**config.mk**
```make
export PLATFORM = sky130hd
export DESIGN_NAME = pattern_scheduler
export DESIGN_NICKNAME = d
export VERILOG_FILES = /design/src/rtl/pattern_scheduler.sv
export SDC_FILE = /design/constraint.sdc
export NUM_CORES = 1
export LEC_CHECK = 0
export ABC_AREA = 1
export ABC_CLOCK_PERIOD_IN_PS = 1400
export CORE_UTILIZATION = 52
export CTS_CLUSTER_DIAMETER = 200
export CTS_CLUSTER_SIZE = 16
export DETAILED_ROUTE_END_ITERATION = 16
export GPL_TIMING_DRIVEN = 0
export HOLD_SLACK_MARGIN = 0.06
export PLACE_DENSITY = 0.77
export SLEW_MARGIN = 20
export SYNTH_ARGS = -nofsm -noshare
export SYNTH_HDL_FRONTEND = slang
export SYNTH_SLANG_ARGS = --single-unit
```
**constraint.sdc**
```tcl
create_clock -name clk -period 1.4 [get_ports clk]
set_input_delay 0.35 -clock clk [delete_from_list [all_inputs] [get_ports clk]]
set_output_delay 0.35 -clock clk [all_outputs]
set_load 0.03 [all_outputs]
```
**src/rtl/pattern_scheduler.sv**
```systemverilog
// pattern_scheduler: picks the active pattern index and times each switch.
// Patterns advance automatically every FRAMES_PER_PATTERN frames or on manual
// next/prev requests, always on a frame boundary. With PATTERN_SCHED_FADE_EN
// defined, each switch is wrapped in a fade-out / fade-in brightness ramp;
// without it, switches happen directly on the serving frame tick and
// fade_level/busy stay at 0.
module pattern_scheduler #(
    parameter int NUM_PATTERNS       = 4,
    parameter int SEL_W              = 2,
    parameter int FRAMES_PER_PATTERN = 300,
    parameter int CNT_W              = 9
) (
    input  logic             clk,
    input  logic             rst,
    input  logic             frame_tick,
    input  logic             paused,
    input  logic             auto_en,
    input  logic             next_req,
    input  logic             prev_req,
    output logic [SEL_W-1:0] pattern_sel,
    output logic [2:0]       fade_level,
    output logic             switch_pulse,
    output logic             busy
);

    localparam logic [SEL_W-1:0] SEL_LAST = SEL_W'(NUM_PATTERNS - 1);
    localparam logic [CNT_W-1:0] CNT_LAST = CNT_W'(FRAMES_PER_PATTERN - 1);

    // Request bookkeeping shared by both build variants.
    logic             pending;
    logic             dir_dn;
    logic [CNT_W-1:0] frame_cnt;
    logic [SEL_W-1:0] sel_q;
    logic             pulse_q;

    // A simultaneous next+prev cancels out; a lone request carries its own
    // direction and overrides whatever was pending before (last one wins).
    logic req_valid;
    logic pend_eff;
    logic dir_dn_eff;
    logic cnt_run;
    logic cnt_wrap;

    assign req_valid  = next_req ^ prev_req;
    assign pend_eff   = pending | req_valid;
    assign dir_dn_eff = req_valid ? prev_req : dir_dn;
    assign cnt_run    = auto_en & ~paused & ~pend_eff;
    assign cnt_wrap   = cnt_run && (frame_cnt == CNT_LAST);

    // Step the pattern index by +/-1 with wrap-around inside 0..NUM_PATTERNS-1.
    function automatic logic [SEL_W-1:0] step_sel(input logic [SEL_W-1:0] s,
                                                  input logic             dn);
        logic [SEL_W-1:0] r;
        if (dn) begin
            r = (s == '0) ? SEL_LAST : s - 1'b1;
        end else begin
            r = (s >= SEL_LAST) ? '0 : s + 1'b1;
        end
        return r;
    endfunction

    assign pattern_sel  = sel_q;
    assign switch_pulse = pulse_q;

`ifdef PATTERN_SCHED_FADE_EN

    localparam logic [1:0] S_SHOW     = 2'd0;
    localparam logic [1:0] S_FADE_OUT = 2'd1;
    localparam logic [1:0] S_FADE_IN  = 2'd2;

    logic [1:0] state;
    logic [2:0] fade_q;

    assign fade_level = fade_q;
    assign busy       = (state != S_SHOW);

    // Scheduler FSM: latch requests, run the frame counter in SHOW, and walk
    // the fade ramp one step per frame tick, swapping pattern at full dark.
    always_ff @(posedge clk) begin
        if (rst) begin
            state     <= S_SHOW;
            fade_q    <= 3'd0;
            sel_q     <= '0;
            pulse_q   <= 1'b0;
            pending   <= 1'b0;
            dir_dn    <= 1'b0;
            frame_cnt <= '0;
        end else begin
            pulse_q <= 1'b0;
            if (req_valid) begin
                pending <= 1'b1;
                dir_dn  <= prev_req;
            end
            if (frame_tick) begin
                case (state)
                    S_SHOW: begin
                        if (pend_eff) begin
                            state  <= S_FADE_OUT;
                            fade_q <= 3'd1;
                        end else if (cnt_wrap) begin
                            // Auto advance behaves like a queued +1 request so a
                            // manual request during the fade can still override it.
                            frame_cnt <= '0;
                            pending   <= 1'b1;
                            dir_dn    <= 1'b0;
                            state     <= S_FADE_OUT;
                            fade_q    <= 3'd1;
                        end else if (cnt_run) begin
                            frame_cnt <= frame_cnt + 1'b1;
                        end
                    end
                    S_FADE_OUT: begin
                        if (fade_q != 3'd7) begin
                            fade_q <= fade_q + 3'd1;
                        end else begin
                            sel_q     <= step_sel(sel_q, dir_dn_eff);
                            pulse_q   <= 1'b1;
                            pending   <= 1'b0;
                            frame_cnt <= '0;
                            state     <= S_FADE_IN;
                        end
                    end
                    S_FADE_IN: begin
                        fade_q <= fade_q - 3'd1;
                        if (fade_q == 3'd1) begin
                            state <= S_SHOW;
                        end
                    end
                    default: begin
                        state  <= S_SHOW;
                        fade_q <= 3'd0;
                    end
                endcase
            end
        end
    end

`else

    assign fade_level = 3'd0;
    assign busy       = 1'b0;

    // Direct switching: latch requests and serve them (or an auto advance)
    // on the next frame tick.
    always_ff @(posedge clk) begin
        if (rst) begin
            sel_q     <= '0;
            pulse_q   <= 1'b0;
            pending   <= 1'b0;
            dir_dn    <= 1'b0;
            frame_cnt <= '0;
        end else begin
            pulse_q <= 1'b0;
            if (req_valid) begin
                pending <= 1'b1;
                dir_dn  <= prev_req;
            end
            if (frame_tick) begin
                if (pend_eff) begin
                    sel_q     <= step_sel(sel_q, dir_dn_eff);
                    pulse_q   <= 1'b1;
                    pending   <= 1'b0;
                    frame_cnt <= '0;
                end else if (cnt_wrap) begin
                    sel_q     <= step_sel(sel_q, 1'b0);
                    pulse_q   <= 1'b1;
                    frame_cnt <= '0;
                end else if (cnt_run) begin
                    frame_cnt <= frame_cnt + 1'b1;
                end
            end
        end
    end

`endif

endmodule

```
=== Yosys cells after proc, flatten, opt, wreduce, memory -nomap -nowiden ===
Cells that the tools add are included.

* Output and inout bits: 7
* Logic and storage cells: 38
* Bits in registers: 14

* Reduce and logical (&&, ||, !) cells: 7
* Equal/unequal tests: 1
* $add $sub $neg: 3
* Bitwise logic cells: 7
* Muxes and demuxes: 14
* Magnitude comparators: 1

{| class="wikitable"
|+ Operator list
! kind !! count
|-
| 9-bit 2-to-1 mux || 3
|-
| 2-bit 2-to-1 mux || 5
|-
| 9-bit by 1-bit adder with 9-bit output (second input constant) || 1
|-
| 9-bit == test (second input constant) || 1
|-
| 1-bit 2-to-1 mux || 6
|-
| 2-bit AND reduction || 2
|-
| 1-bit NOT || 3
|-
| 3-bit nonzero test || 1
|-
| 2-bit by 1-bit adder with 2-bit output (second input constant) || 1
|-
| 1-bit bitwise AND || 2
|-
| 2-bit greater-or-equal comparator (second input constant) || 1
|-
| 2-bit logical NOT || 1
|-
| 2-bit nonzero test || 1
|-
| 2-bit OR reduction || 1
|-
| 2-bit by 1-bit subtractor with 2-bit output (second input constant) || 1
|-
| 1-bit logical AND || 1
|-
| 1-bit bitwise OR || 1
|-
| 1-bit bitwise XOR || 1
|}

=== Logic depth before layout (Yosys ltp) ===
* Word-level depth: 7
* Mapped depth: 9
* Depth with buffers taken out: 9

=== Least setup slack after synthesis ===
No wires, ideal clock.

* Kind: register to register
* Start point: reg sel_q[0] (netlist: pattern_sel[0])
* End point: reg sel_q[1] (netlist: pattern_sel[1])
* Library setup time: 0.060 ns
* Clock period less this slack: 1.284 ns
* Setup slack: 0.116 ns
* Data required time: 1.340 ns
* Arrival time: 1.225 ns
* Cell stages (with the launch flop): 7
* Path buffers: 0
* Path through: dfxtp_1 > inv_1 > ha_1 > nand3b_1 > nand2_1 > nand2_1 > nand2_1

* Word-level cells in the longest chain between the ends: 4

{| class="wikitable"
|+ Ends and longest elaborated chain
! item !! line !! RTL
|-
| start, declared || 33 || <nowiki>logic [SEL_W-1:0] sel_q;</nowiki>
|-
| start signal, assigned || 160 || <nowiki>sel_q <= step_sel(sel_q, dir_dn_eff);</nowiki>
|-
| start signal, assigned || 165 || <nowiki>sel_q <= step_sel(sel_q, 1'b0);</nowiki>
|-
| 2-bit by 1-bit adder with 2-bit output, or another cell as far along || 57 || <nowiki>r = (s >= SEL_LAST) ? '0 : s + 1'b1;</nowiki>
|-
| 2-bit 2-to-1 mux, on equally long branches || 57, 55 ||
|-
| 2-bit 2-to-1 mux, on equally long branches || 164, 54 ||
|-
| 2-bit 2-to-1 mux * || 159 || <nowiki>if (pend_eff) begin</nowiki>
|}

Every way passes the cells marked *; elsewhere a longest branch is shown, timed or not. The select of a mux whose other input is x is not followed.
A chain may end at the register's enable or synchronous reset.

=== Worst setup path in the final report ===
* Start point: reg sel_q[0] (netlist: pattern_sel[0])
* End point: out pattern_sel[0]

{| class="wikitable"
|+ RTL lines
! item !! line !! RTL
|-
| end, declared || 20 || <nowiki>output logic [SEL_W-1:0] pattern_sel,</nowiki>
|}

No word-level cell between the ends.

==> impl_metrics.ini <==
[logic_synthesis]
synth_warnings = 0
yosys_register_bits = 14
synth.most_common_cell = nand2_1
ys_seq_area_share_pct = 30.4
async_flop_share_pct = 0
synth_area_leader_cell = dfxtp_1
synth_top_area_share_pct = 30.4
synth.area.top_cells = dfxtp_1, nand2_1, inv_1
postSynthCellCount = 137
synthTopCellsByCount = nand2_1, inv_1, nand3_1
syn_area_um2 = 923
ys_types = 26
synth.avg_cell_area_um2 = 6.74
ys.flop_type = dfxtp_1
synth_edf_count = 0

[sta]
finClkSkew_ns = 0.00746
finalHoldViolCount = 0
period_needed_ns = 1.34
hold-worst-slack_ns = 0.516
grt_setup_unrepaired = false
worst_slack_ns = 0.0588
timing.fmax_mhz = 746
setup_viol = 0
slew_violations = 0
finalCritPeriodShare_pct = 95.8

[grt]
antenna_found_initial = 0
grt_use_total_pct = 22.2
grt_pass1_wl_mm = 3.19
grt_max_degree = 11
grt_overflow = 0
grt_pass1_vias = 763

[drt]
drc = 0
post_drt_wl_per_cell_um = 11.0
routed-via-count = 873
firstDrtPassIters = 4
viasPerCell = 5.11
routed_wl_mm = 1.88
drt-initial-drc-count = 21
ant_nets = 0

[worst_setup_path]
critPathTopFamily = flip-flops
crit_chain = clkdlybuf4s15_2
cp.required_ns = 1.05
path_max_fanout = 5
startpoint_type = flip-flop
crit_type = flip-flop to output port
critical_path_buf_inv_count = 1
cp_slowest_cell = dfxtp_1
crit_arrival_ns = 0.99
end_kind = output port
cp_slowest_stage_delay_ns = 0.39

[floorplan]
core_um2 = 1580
die_w_um = 44.1
num_rows = 14
dieArea_um2 = 1950
ioPinCount = 14
start_util_pct = 58.6
fp.dieH_um = 44.1

[layout]
area_delta_synth_final_pct = 22.8
drive_gt1_share_pct = 24.5
diodes = 0
multiInputGateArea_um2 = 548
fin_area_um2 = 1130
fillCellCount = 131
fin_nets = 167
regArea_um2 = 283

[cts]
insertion_delay_ns = 0.29
cts_root_buf = clkbuf_4
cts_buffer_depth = 2
h-tree-depth = 1
clock_sinks = 14
clk_pin_slew_worst_paths_ns = 0.08
cts_tree = built
numCtsBuffers = 3

[power_and_ir_drop]
pwr-share-comb_pct = 24.5
power.density_nw_per_um2 = 770
power_w = 0.000873
switching_power_w = 0.000274
pwr-share-clk_pct = 26.6
swShare_pct = 31.4
p_seq_share_pct = 48.9
leakagePower_nw = 0.526
ir_drop_v = 0.000656
internal-power_w = 0.000600

[placed_design]
place_area_um2 = 1040
dpl.hpwl_mm = 1.32
place_ws_ns = -0.263
place_congestion = 0.821
io_buffers = 9

[flow_run]
cap_violations = 0

[status]
status = finished clean

[hold_path]
hp-class = flip-flop to flip-flop
flip-flops by register name (all words and copies together) (netlist names):
register	cells
pending	1
dir_dn	1
switch_pulse	1
pattern_sel	2
frame_cnt	9
cell families (layout without fill, tap and decap cells):
family          after synthesis  in the layout  synth area share, %
flops                        14             14                 30.4
xor+xnor                      1              1                0.949
fa+ha+maj                     3              3                 4.07
simple gates                 82             82                 44.7
other cells                   1              4                0.406
buf+inv                      30             45                 15.0
compound gates                6              6                 4.47
power by group through the flow:
stage,registers (W),logic [W],clock network (W)
6_report,0.000427,0.000214,0.000233
2_1_floorplan,0.000441,0.000130,0
3_3_place_gp,0.000432,0.000190,0
3_5_place_dp,0.000432,0.000194,0
4_1_cts,0.000423,0.000193,0.000239
5_1_grt,0.000429,0.000237,0.000265
what timing repair did:
action                                  CTS  global route
buffers inserted                          0             2
resized for setup                         7            15
hold buffers                              0             0
endpoints found under the setup margin    3            11
gates cloned                              0             1
pin swaps                                 0             3
final timing paths:
kind	cells after the start	startpoint	slack (ns)	end
worst max register to register	8	frame_cnt[0]$_SDFFE_PP0P_	0.10	frame_cnt[1]$_SDFFE_PP0P_
worst min-delay path	2	pattern_sel[1]$_SDFFE_PP0P_	0.52	pattern_sel[1]$_SDFFE_PP0P_
worst max-delay path	1	pattern_sel[0]$_SDFFE_PP0P_	0.06	pattern_sel[0]
worst min register to register	2	pattern_sel[1]$_SDFFE_PP0P_	0.52	pattern_sel[1]$_SDFFE_PP0P_
metrics by stage:
| step | TNS [ns] | util, % | std cells |
|---|---|---|---|
| after floorplan | 0 | - | 140 |
| after global placement | -2.63 | 66.3 | 165 |
| after detailed placement | -2.86 | 66.3 | 165 |
| after CTS | 0 | 67.8 | 168 |
| after global routing | 0 | 71.9 | 171 |
| final | 0 | 71.9 | 171 |
layout make-up:
type,count,share of cell area (%)
Buffer,6,4.30
Clock buffer,3,1.99
Inverter,24,7.95
Multi-Input combinational cell,96,48.3
Sequential cell,14,24.9
Tap cell,16,1.77
Timing Repair Buffer,12,10.7
layout by cell type (no fill, tap or decap), types with 4 or more instances in the layout:
master,Yosys,routed
nand4_1,4,4
nand2_2,3,4
nor2_1,14,12
dfxtp_1,14,12
buf_4,5,8
conb_1,1,4
nand3_1,15,14
inv_1,21,20
nand2_1,34,32
routing by layer:
metal / global-route usage (%) / vias up / share of wire (%)
li1: - / 458 / -
met1: 30.7 / 392 / 50
met2: 34.1 / 21 / 45
met3: 4.90 / 2 / 3.7
met4: 7.27 / 0 / 1.4
met5: 0 / - / 0
worst reg2reg max path, stage by stage (launching register included):
cell and delay, ns:
dfxtp_2 0.38, ha_4 0.17, nand2_1 0.05, nor2_1 0.10
nand2_1 0.08, nand2_2 0.08, nand3_4 0.13, nand2_4 0.16
nor2_2 0.05
No activity file was read; power rests on OpenSTA's default activity.
